<file path="config.mk">
export PLATFORM = sky130hd
export DESIGN_NAME = piso
export DESIGN_NICKNAME = d
export VERILOG_FILES = /design/src/rtl/piso.sv
export SDC_FILE = /design/constraint.sdc
export NUM_CORES = 1
export LEC_CHECK = 0
export BUFFER_PORTS_ARGS = -buffer_cell sky130_fd_sc_hd__buf_4
export CAP_MARGIN = 10
export CORE_AREA = 3 3 40 42
export CTS_CLUSTER_SIZE = 28
export DETAILED_ROUTE_END_ITERATION = 8
export DIE_AREA = 0 0 43 45
export GPL_ROUTABILITY_DRIVEN = 0
export HOLD_SLACK_MARGIN = 0.1
export MAX_ROUTING_LAYER = met4
export PLACE_DENSITY = 0.55
export SLEW_MARGIN = 30
export SYNTH_ARGS = -nofsm -noshare
export SYNTH_HDL_FRONTEND = slang
export SYNTH_SLANG_ARGS = --single-unit
</file>
<file path="constraint.sdc">
create_clock -name CLK -period 3.1 [get_ports CLK]
set_clock_uncertainty 0.15 [all_clocks]
set_input_delay 0.62 -clock CLK [delete_from_list [all_inputs] [get_ports CLK]]
set_output_delay 0.62 -clock CLK [all_outputs]
set_load 0.005 [all_outputs]
</file>
<file path="src/rtl/piso.sv">
// -----------------------------------------------------------------------------
// piso -- parallel-in / serial-out shift register with a small control FSM.
//
// A word on DIN is captured when LOAD is high while the block is idle (READY).
// The word is then shifted out on DOUT, one bit per clock, LSB or MSB first
// depending on LSB_FIRST. SVALID qualifies every frame bit. Once the frame is
// complete the block returns to idle and pulses DONE for one cycle. A new load
// can be accepted in that DONE cycle.
//
// Optional feature (compile-time macro PISO_PARITY_EN):
//   When defined, an even-parity bit (XOR of the captured word) follows the
//   data bits as one extra SVALID bit-time before DONE.
//
// Parameters:
//   WIDTH     - data bits per frame (>= 2)
//   LSB_FIRST - 1: DIN[0] goes out first, 0: DIN[WIDTH-1] goes out first
//
// Ports:
//   CLK    in   clock, rising edge active
//   RST    in   asynchronous active-high reset
//   DIN    in   parallel word, sampled only when a load is accepted
//   LOAD   in   load request
//   READY  out  high while idle (a load will be accepted)
//   DOUT   out  registered serial data, 0 when not shifting
//   SVALID out  high while DOUT carries a frame bit
//   DONE   out  one-cycle pulse after the last frame bit
// -----------------------------------------------------------------------------
module piso #(
  parameter int WIDTH     = 4,
  parameter int LSB_FIRST = 1
) (
  input  logic             CLK,
  input  logic             RST,
  input  logic [WIDTH-1:0] DIN,
  input  logic             LOAD,
  output logic             READY,
  output logic             DOUT,
  output logic             SVALID,
  output logic             DONE
);

  localparam int CNT_W = $clog2(WIDTH + 1);
  localparam logic [CNT_W-1:0] LAST_IDX = CNT_W'(WIDTH - 1);

`ifdef PISO_PARITY_EN
  typedef enum logic [1:0] {IDLE, SHIFT, PARITY} state_t;
`else
  typedef enum logic [1:0] {IDLE, SHIFT} state_t;
`endif

  state_t           state_q;
  logic [CNT_W-1:0] cnt_q;
  logic [WIDTH-1:0] sreg_q;
  logic             dout_q;
  logic             svalid_q;
  logic             done_q;
`ifdef PISO_PARITY_EN
  logic             parity_q;
`endif

  // Shift-register next values. The register always holds the bits that have
  // not yet been presented, aligned so the next one sits at the output end.
  logic [WIDTH-1:0] sreg_d;
  logic             next_bit_d;
  logic [WIDTH-1:0] load_sreg_d;
  logic             load_bit_d;

  always_comb begin
    sreg_d      = '0;
    next_bit_d  = 1'b0;
    load_sreg_d = '0;
    load_bit_d  = 1'b0;
    if (LSB_FIRST != 0) begin
      sreg_d      = sreg_q >> 1;
      next_bit_d  = sreg_q[0];
      load_sreg_d = DIN >> 1;
      load_bit_d  = DIN[0];
    end else begin
      sreg_d      = sreg_q << 1;
      next_bit_d  = sreg_q[WIDTH-1];
      load_sreg_d = DIN << 1;
      load_bit_d  = DIN[WIDTH-1];
    end
  end

  // Control FSM with registered outputs. The first data bit is put on DOUT by
  // the accepting edge itself, so cnt_q is the index of the bit currently on
  // DOUT and the frame ends when the last index has been held for a cycle.
  always_ff @(posedge CLK or posedge RST) begin
    if (RST) begin
      state_q  <= IDLE;
      cnt_q    <= '0;
      sreg_q   <= '0;
      dout_q   <= 1'b0;
      svalid_q <= 1'b0;
      done_q   <= 1'b0;
`ifdef PISO_PARITY_EN
      parity_q <= 1'b0;
`endif
    end else begin
      case (state_q)
        IDLE: begin
          done_q   <= 1'b0;
          dout_q   <= 1'b0;
          svalid_q <= 1'b0;
          if (LOAD) begin
            state_q  <= SHIFT;
            cnt_q    <= '0;
            sreg_q   <= load_sreg_d;
            dout_q   <= load_bit_d;
            svalid_q <= 1'b1;
`ifdef PISO_PARITY_EN
            parity_q <= ^DIN;
`endif
          end
        end

        SHIFT: begin
          if (cnt_q == LAST_IDX) begin
            sreg_q <= '0;
`ifdef PISO_PARITY_EN
            state_q  <= PARITY;
            cnt_q    <= cnt_q + CNT_W'(1);
            dout_q   <= parity_q;
            svalid_q <= 1'b1;
`else
            state_q  <= IDLE;
            cnt_q    <= '0;
            dout_q   <= 1'b0;
            svalid_q <= 1'b0;
            done_q   <= 1'b1;
`endif
          end else begin
            cnt_q  <= cnt_q + CNT_W'(1);
            sreg_q <= sreg_d;
            dout_q <= next_bit_d;
          end
        end

`ifdef PISO_PARITY_EN
        PARITY: begin
          state_q  <= IDLE;
          cnt_q    <= '0;
          dout_q   <= 1'b0;
          svalid_q <= 1'b0;
          done_q   <= 1'b1;
        end
`endif

        default: begin
          state_q  <= IDLE;
          cnt_q    <= '0;
          sreg_q   <= '0;
          dout_q   <= 1'b0;
          svalid_q <= 1'b0;
          done_q   <= 1'b0;
        end
      endcase
    end
  end

  assign READY  = (state_q == IDLE);
  assign DOUT   = dout_q;
  assign SVALID = svalid_q;
  assign DONE   = done_q;

endmodule

</file>
---- Yosys cells after proc, flatten, opt, wreduce, memory -nomap -nowiden ----
Cells that the tools add are included.
word-level totals
  flip-flop bits (word level) ............. 12
  input port bits ......................... 7
  output and inout port bits .............. 4
  word-level logic and storage cells ...... 30
operators by class
  add/subtract/negate cells ............... 1
  equal/unequal tests ..................... 4
  mux-type cells .......................... 17
  reduce and logical (&&, ||, !) cells .... 2
operator list
  kind                   count
  $mux W3                3
  $pmux W4 S2            1
  $mux W1                6
  $pmux W3 S2            1
  $mux W2                2
  $mux W4                1
  $ne A2 B2 Y1 const B   2
  $pmux W1 S2            2
  $pmux W2 S2            1
  $add A3 B1 Y3 const B  1
  $eq A3 B2 Y1 const B   1
  $eq A2 B1 Y1 const B   1
  $logic_not A2 Y1       1
  $reduce_and A2 Y1      1

---- Logic depth before layout (Yosys ltp) ----
Gate-level depths: netlist of run 1.
  depth in word-level cells ............... 3
  depth in mapped cells ................... 4
  gate-level depth less buffers ........... 4

---- Least setup slack after synthesis of run 1 ----
OpenSTA, ideal clock, no wires.
  path kind ............................... flip-flop to output port
  start ................................... register state_q[0]
  end ..................................... output READY
  arrival time ............................ 0.573 ns
  required time ........................... 2.330 ns
  path slack .............................. 1.757 ns
  cell stages (with the launch flop) ...... 3
  cells stage by stage .................... dfrtp_1 buf_2 inv_1
between the ends
  longest elaborated chain between the ends .. 1
RTL lines
  element                   line  source
  start: declaration        51    state_t state_q;
  start signal: assignment  91    state_q <= IDLE;
  start signal: assignment  107   state_q <= SHIFT;
  start signal: assignment  127   state_q <= IDLE;
  $logic_not A2 Y1          162   assign READY = (state_q == IDLE);
  end: declaration          36    output logic READY,
Every way passes these cells.

---- Final worst setup path of run 1 ----
Same ends and word-level chain as after synthesis.

==> out/qor.yml, run 1 <==
power_leakage_nw: 0.2842
synth_cell_types: 17
r2r-start: "cnt_q[0]$_DFFE_PP0P_"
num_rows: 13
grt_pass1_vias: 257
hold_buffers: 0
dp.cells: 60
yosysTopAreaCell: "dfrtp_1"
cts-htree-levels: 1
fillers: 126
synth_fa_ha_area_share_pct: 2.915
io_buffer_count: 10
cts.sinks: 10
areaGrowthSynthToFinish_pct: 24.78
yosys_warnings: 0
die_area_um2: 1935
clk_latency_ns: 0.26
avgSynthCellArea_um2: 11.60
synth-compound-area-share_pct: 12.54
drcViolationCount: 0
synth_top_family_by_area: "simple AND/OR/NAND/NOR gates"
period_needed_ns: 1.751
cts-root-buf: "clkbuf_4"
wl_per_cell_um: 10.97
timing.final.crit_share_pct: 56.49
worst-r2r-setup-slack_ns: 1.81
startpoint: "state_q[0]$_DFFE_PP0P_"
peakVddDrop_mv: 0.4597
post_synth_mux_area_share_pct: 6.997
synth_xor_area_share_pct: 0
dieWidth_um: 43
tightest_slew_ns: 0.3694
powerDensity_nw_per_um2: 869.3
dr.pass1.iters: 4
tns_ns: 0
path_max_fanout: 9
vias: 283
finalSetupViolCount: 0
setup.worst_path.end_class: "output pin"
dp_hpwl_um: 539.9
antenna_found_initial: 0
ff2ff_path_depth: 4
initial_core_util_pct: 33.40
ys_seq_area_share_pct: 58.31
crit_type: "flop to output pin"
r2r-end: "DOUT$_DFF_PP0_"
final-instance-count-excl-fill: 63
slew_violations: 0
vias_per_cell: 4.492
fmax_mhz: 571.0
clkTransAtPathRegs_ns: 0.06
io-pin-count: 11
hold_class: "input port to async pin"
overflow: 0
cts_tree: "built"
synth_top_area_share_pct: 58.31
core_um2: 1285
grt_max_degree: 11
nNetsFinal: 58
synth_seq_cells: 10
max_slew_margin_pct: 75.35
fp.dieH_um: 45
syn-num-nets: 45
post-route-util_pct: 41.67
hold_ws_ns: 0.1794
ant_nets: 0
track_usage_pct: 9.130
drt_iter0_drc: 3
crit_arrival_ns: 0.98
grt_pass1_wl_um: 1200
cts_setup_buffers: 0
synth-simple-area-share_pct: 14.29
wl_um: 691
netlist_top_cells_area: "dfrtp_1 (58%), mux2i_1 (7.0%), nand2_1 (4.4%), o2bb2ai_1 (4.1%), nand2b_4 (3.2%)"
rsz0062_at_grt: "no"
final_layout_size_suffix_gt1_share_pct: 33.33
cts_buffer_depth: 2
synth_area_um2: 429.2
maxCapViolCount: 0
cts_buffers: 3
antenna_cells: 0
hold_violations: 0
startpoint_type: "flop"
ctsResizeCount: 0
status: "finished clean"
synthCells: 37
required_ns: 2.33
cell type report:
class / count / area [um^2] / share of cell area, %
clock buffers: 3 / 22.52 / 4.206
inverters: 3 / 11.26 / 2.103
multi-input cells: 22 / 157.7 / 29.44
flip-flops and latches: 10 / 250.2 / 46.73
well taps: 15 / 18.77 / 3.505
repair buffers: 10 / 75.07 / 14.02
registers in the layout (all words and copies together) (netlist names):
name and flops:
state_q 1, DOUT 1, sreg_q 3, SVALID 1
DONE 1, cnt_q 3
synth_stat cells:
cell	instances
dfrtp_1	10
nand2_1	5
inv_1	3
mux2i_1	3
buf_2	2
nor2_1	2
o2bb2ai_1	2
a21o_1	1
a21oi_1	1
a22o_1	1
a22o_2	1
and2_4	1
and3_1	1
ha_1	1
nand2b_4	1
nor2b_1	1
o21ai_0	1
cells in the final DEF (no fill, tap or decap):
cell type / n
a21oi_1: 1
clkbuf_4: 3
and3_1: 1
nand2b_4: 1
nor2b_1: 1
o2bb2ai_1: 2
mux2i_1: 3
and2_4: 1
a22o_2: 1
ha_1: 1
dfrtp_1: 10
a21o_1: 1
buf_4: 10
nor2_1: 2
o21ai_0: 1
a22o_1: 1
nand2_1: 5
inv_1: 3
through the flow:
step | area, um^2 | power (mW) | setup WS [ns]
3_3_place_gp | 513.0 | 0.3819 | 1.637
4_1_cts | 535.5 | 0.4714 | 1.337
3_5_place_dp | 513.0 | 0.3851 | 1.616
6_report | 535.5 | 0.4655 | 1.349
5_1_grt | 535.5 | 0.5089 | 1.252
2_1_floorplan | 429.2 | 0.3260 | 1.757
power by group:
part / switching [mW] / internal [mW] / total [mW] / leakage [nW]
Clock: 0.0391 / 0.0446 / 0.0837 / 0.0138
Combinational: 0.0706 / 0.0942 / 0.165 / 0.142
Sequential: 0.0352 / 0.182 / 0.217 / 0.128
worst max-delay path by stage:
stage          slack, ns  endpoint  cells after the start
2_1_floorplan       1.76     READY                      2
3_3_place_gp        1.64     READY                      2
3_5_place_dp        1.62     READY                      2
4_1_cts             1.34     READY                      2
5_1_grt             1.25     READY                      2
6_report            1.35     READY                      2
worst max-delay path: stages (launching register included):
cell     delay (ns)
dfrtp_1        0.47
inv_1          0.11
buf_4          0.15
layer usage:
metal | up-vias | track usage [%] | wire length (um)
li1 | 147 | - | -
met1 | 127 | 11.53 | 311
met2 | 9 | 11.38 | 313
met3 | 0 | 7.171 | 67
met4 | 0 | 1.807 | 0
met5 | - | - | 0
logic make-up after synthesis:
family | count (synthesis)
buf+inv | 5
fa+ha+maj | 1
simple gates | 11
compound gates | 7
flops | 10
mux | 3
Power figures use the tool's default switching activity.
==> run 2: changes to the inputs <==
==> constraint.sdc (replaced) <==
create_clock -name CLK -period 1.8 [get_ports CLK]
set_clock_uncertainty 0.15 [all_clocks]
set_input_delay 0.36 -clock CLK [delete_from_list [all_inputs] [get_ports CLK]]
set_output_delay 0.36 -clock CLK [all_outputs]
set_load 0.005 [all_outputs]
==> out/qor.yml, run 2 (synthesis gave the netlist of run 1 again) <==
clk_latency_ns: 0.26
cts_setup_buffers: 0
status: "finished clean"
cts_tree: "built"
vias_per_cell: 4.828
post-route-util_pct: 42.45
worstHoldEndpoint: "DOUT$_DFF_PP0_"
num_rows: 13
crit_type: "flop to output pin"
drt_iter0_drc: 3
grt_pass1_vias: 318
tightest_slew_ns: 0.3758
dr.pass1.iters: 4
final_layout_size_suffix_gt1_share_pct: 32.65
powerDensity_nw_per_um2: 1505
overflow: 0
cts_buffers: 3
slew_violations: 0
power_leakage_nw: 0.2884
peakVddDrop_mv: 0.5513
dpl_cell_area_um2: 513.0
hp-start: "DIN[0]"
antenna_cells: 0
r2r-start: "cnt_q[0]$_DFFE_PP0P_"
finalSetupViolCount: 0
die_area_um2: 1935
startpoint_type: "flop"
antenna_found_initial: 0
worst-r2r-setup-slack_ns: 0.48
areaGrowthSynthToFinish_pct: 27.11
path_max_fanout: 9
io_buffer_count: 10
ant_nets: 0
whs_path_depth: 2
nNetsFinal: 59
fillers: 132
hold_violations: 0
clkTransAtPathRegs_ns: 0.06
maxCapViolCount: 0
tns_ns: 0
wl_per_cell_um: 12.56
required_ns: 1.29
grt_pass1_wl_um: 1352
cts-htree-levels: 1
drcViolationCount: 0
wl_um: 804
track_usage_pct: 10.23
reg.largest.list: "cnt_q: 3 flops, sreg_q: 3 flops"
rsz0062_at_grt: "no"
grt_max_degree: 11
io-pin-count: 11
fmax_mhz: 656.4
final_cell_mix: "dfrtp_1 (10), buf_4 (10), nand2_1 (5)"
dieWidth_um: 43
cts.sinks: 10
hold_class: "input port to flop"
crit_arrival_ns: 1.01
timing.final.crit_share_pct: 84.63
final_area_um2: 545.5
period_needed_ns: 1.523
initial_core_util_pct: 33.40
r2r-end: "DOUT$_DFF_PP0_"
ff2ff_path_depth: 4
cts_buffer_depth: 2
max_slew_margin_pct: 74.92
fp.dieH_um: 45
setup.worst_path.end_class: "output pin"
vias: 309
cts-root-buf: "clkbuf_4"
core_um2: 1285
==> run 2: cell count changes in the layout (fill, tap and decap cells not counted), sizes merged <==
cell	previous run	this run
dlygate4sd3	0	1
==> run 2: timing repair <==
action | in CTS | in global routing
hold buffers | 1 | 0
resized for setup | 0 | 0
hold endpoints to repair | 10 | 0
==> run 2: final cells by class <==
| class | count | area, um^2 | share of cell area (%) |
|---|---|---|---|
| Clock buffer | 3 | 22.52 | 4.128 |
| Inverter | 3 | 11.26 | 2.064 |
| Multi-Input combinational cell | 22 | 157.7 | 28.90 |
| Sequential cell | 10 | 250.2 | 45.87 |
| Tap cell | 15 | 18.77 | 3.440 |
| Timing Repair Buffer | 11 | 85.08 | 15.60 |
==> run 2: critical path, stage by stage, from the launching register on <==
cell,delay (ns)
dfrtp_1,0.49
inv_1,0.11
buf_4,0.15
==> run 2: per-stage QoR <==
| stage | worst slack [ns] | power, mW | hold slack, ns | cells |
|---|---|---|---|---|
| finish | 0.2766 | 0.8209 | 0.1734 | 64 |
| floorplan | 0.5520 | 0.5614 | 0.05018 | 37 |
| detailed placement | 0.4966 | 0.6771 | 0.2211 | 60 |
| global placement | 0.5258 | 0.6620 | 0.2033 | 60 |
| global route | 0.2070 | 0.8861 | 0.1858 | 64 |
| CTS | 0.2720 | 0.8325 | 0.1704 | 64 |
==> run 2: layer usage <==
layer  share of wire [%]  track usage, %  vias to the layer above
li1                    -               -                      150
met1                  43           10.45                      145
met2                  49           16.17                       12
met3                 6.7           2.789                        2
met4                 1.4           9.036                        0
met5                   0               -                        -
==> run 2: power by group <==
part	leakage, nW	internal, mW	switching (mW)
sequential	0.128	0.313	0.0636
combinational	0.146	0.163	0.130
clock	0.0138	0.0772	0.0732
total	0.288	0.554	0.267
==> run 2: how the worst max path moves through the flow <==
stage	start	to	depth (start not counted)
floorplan	cnt_q[0]$_DFFE_PP0P_	DOUT$_DFF_PP0_	4
global placement	cnt_q[0]$_DFFE_PP0P_	DOUT$_DFF_PP0_	4
detailed placement	cnt_q[0]$_DFFE_PP0P_	DOUT$_DFF_PP0_	4
CTS	state_q[0]$_DFFE_PP0P_	READY	2
global route	state_q[0]$_DFFE_PP0P_	READY	2
finish	state_q[0]$_DFFE_PP0P_	READY	2
==> run 3: changes to the inputs <==
--- a/config.mk
+++ b/config.mk
@@ -5,6 +5,7 @@
 export SDC_FILE = /design/constraint.sdc
 export NUM_CORES = 1
 export LEC_CHECK = 0
+export ABC_AREA = 1
 export BUFFER_PORTS_ARGS = -buffer_cell sky130_fd_sc_hd__buf_4
 export CAP_MARGIN = 10
 export CORE_AREA = 3 3 40 42
@@ -14,7 +15,7 @@
 export GPL_ROUTABILITY_DRIVEN = 0
 export HOLD_SLACK_MARGIN = 0.1
 export MAX_ROUTING_LAYER = met4
-export PLACE_DENSITY = 0.55
+export PLACE_DENSITY = 0.57
 export SLEW_MARGIN = 30
 export SYNTH_ARGS = -nofsm -noshare
 export SYNTH_HDL_FRONTEND = slang
==> constraint.sdc (replaced) <==
create_clock -name CLK -period 1.25 [get_ports CLK]
set_clock_uncertainty 0.15 [all_clocks]
set_input_delay 0.25 -clock CLK [delete_from_list [all_inputs] [get_ports CLK]]
set_output_delay 0.25 -clock CLK [all_outputs]
set_load 0.005 [all_outputs]
==> out/qor.yml, run 3 <==
status: "finished clean"
tns_ns: 0
antenna_cells: 0
final-instance-count-excl-fill: 83
avgSynthCellArea_um2: 9.104
hold_violations: 0
ys_async_sr_fraction_pct: 100.0
timing.final.crit_share_pct: 97.86
yosysTopAreaCell: "dfrtp_1"
clk_latency_ns: 0.27
netlist_top_cells_area: "dfrtp_1 (58%), nand2_1 (11%), inv_1 (6.1%), nand3_1 (5.8%), a21oi_1 (3.5%)"
ys_seq_area_share_pct: 58.48
dr.pass1.iters: 4
final_area_um2: 625.6
io-pin-count: 11
drcViolationCount: 0
nNetsFinal: 77
finalSetupViolCount: 0
io_buffer_count: 10
synth_area_um2: 427.9
rsz0062_at_grt: "yes"
grt_max_degree: 11
vias: 369
cts-htree-levels: 1
path_buf_inv: 2
track_usage_pct: 10.71
synth_common_cells: "nand2_1 (12), dfrtp_1 (10), inv_1 (7), nand3_1 (5), nor2_1 (4)"
crit_arrival_ns: 0.82
reg.largest.list: "cnt_q: 3 flops, sreg_q: 3 flops"
maxCapViolCount: 0
cts_buffer_depth: 2
peakVddDrop_mv: 1.002
period_needed_ns: 1.223
num_rows: 13
synthCells: 47
tightest_slew_ns: 0.3721
hold_class: "input port to flop"
clkTransAtPathRegs_ns: 0.07
grt_pass1_vias: 342
drt_iter0_drc: 15
powerDensity_nw_per_um2: 2156
antenna_found_initial: 0
synth_most_common_cell: "nand2_1"
fp.dieH_um: 45
core_um2: 1285
initial_core_util_pct: 33.30
grt_pass1_wl_um: 1414
slowest_stage: "dfrtp_1"
critPathMaxStageDelay_ns: 0.40
cp_cell_sequence: "inv_2, buf_6"
cts_buffers: 3
cts-root-buf: "clkbuf_4"
synth_seq_cells: 10
overflow: 0
slew_violations: 0
areaGrowthSynthToFinish_pct: 46.20
final_common_cell: "buf_4"
dp.cells: 73
crit_type: "flop to output pin"
synth_edf_count: 0
synth_flop_cell: "dfrtp_1"
setup.worst_path.end_class: "output pin"
synth_cell_types: 11
cts.sinks: 10
required_ns: 0.85
max_slew_margin_pct: 75.17
fmax_mhz: 817.5
final_layout_size_suffix_gt1_share_pct: 33.82
yosys_warnings: 0
path_delay_family: "flip-flops"
synth_top_area_share_pct: 58.48
dpl_cell_area_um2: 525.5
cts_tree: "built"
dieWidth_um: 43
ant_nets: 0
vias_per_cell: 4.446
die_area_um2: 1935
path_max_fanout: 2
startpoint_type: "flop"
wl_per_cell_um: 10.67
dp_hpwl_um: 608.4
power_leakage_nw: 0.3308
syn-num-nets: 55
final_cell_mix: "buf_4 (14), nand2_1 (11), dfrtp_1 (10), inv_1 (6), nand3_1 (5)"
wl_um: 886
hold_ws_ns: 0.1411
run 3: worst reg2reg max path: cells and delay by family (launching register included):
kind / cells / cell delay (ns)
compound gates: 1 / 0.06
fa+ha+maj: 1 / 0.23
buf+inv: 1 / 0.13
flops: 1 / 0.39
simple gates: 1 / 0.13
run 3: cell type report:
type                    count  area, um^2
clock buffers               4       36.28
fillers                   122       659.4
inverters                   7       26.28
multi-input cells          29       147.6
flip-flops and latches     10       250.2
well taps                  15       18.77
repair buffers             18       146.4
run 3: final timing paths:
| path | to | slack [ns] | start | depth (start not counted) |
|---|---|---|---|---|
| min | sreg_q[1]$_DFFE_PP0P_ | 0.14 | DIN[2] | 3 |
| min in group asynchronous | cnt_q[1]$_DFFE_PP0P_ | 0.36 | RST | 3 |
| max | READY | 0.03 | state_q[0]$_DFFE_PP0P_ | 2 |
| max reg2reg | DONE$_DFFE_PP0P_ | 0.05 | cnt_q[0]$_DFFE_PP0P_ | 4 |
| min reg2reg | cnt_q[0]$_DFFE_PP0P_ | 0.33 | cnt_q[0]$_DFFE_PP0P_ | 1 |
| max in group asynchronous | sreg_q[0]$_DFFE_PP0P_ | 0.33 | RST | 3 |
run 3: kinds of logic (layout without fill, tap and decap cells):
kind of cell / Yosys count / in the layout / synth area share, %
simple gates: 21 / 21 / 19.88
fa+ha+maj: 1 / 1 / 2.924
flops: 10 / 10 / 58.48
buf+inv: 8 / 29 / 8.773
compound gates: 7 / 7 / 9.939
run 3: stage by stage:
step,util (%),setup WS (ns),power (mW)
after floorplan,-,0.09907,0.7982
after global placement,40.90,0.01151,0.9634
after detailed placement,40.90,-0.02871,0.9658
after CTS,46.84,0.006188,1.300
after global routing,48.69,-0.01168,1.440
final,48.69,0.02677,1.349
run 3: power breakdown:
part / total [mW] / internal, mW / switching [mW]
Combinational: 0.539 / 0.281 / 0.258
Sequential: 0.518 / 0.448 / 0.0699
Clock: 0.291 / 0.177 / 0.114
Total: 1.35 / 0.907 / 0.442
run 3: what timing repair did:
item                                    4_1_cts  5_1_grt
pin swaps                                     0        1
gates cloned                                  0        0
gates resized for setup                       1        5
buffers inserted                              1        2
endpoints found under the hold margin        12        0
endpoints found under the setup margin        2        2
hold buffers                                  3        0
run 3: metal layers:
metal	share of wire, %	global-route usage, %	wire, um	vias up
met5	0	-	0	-
li1	-	-	-	188
met1	48	13.35	423	170
met2	43	13.47	385	9
met3	6.8	5.179	60	2
met4	1.9	7.229	17	0
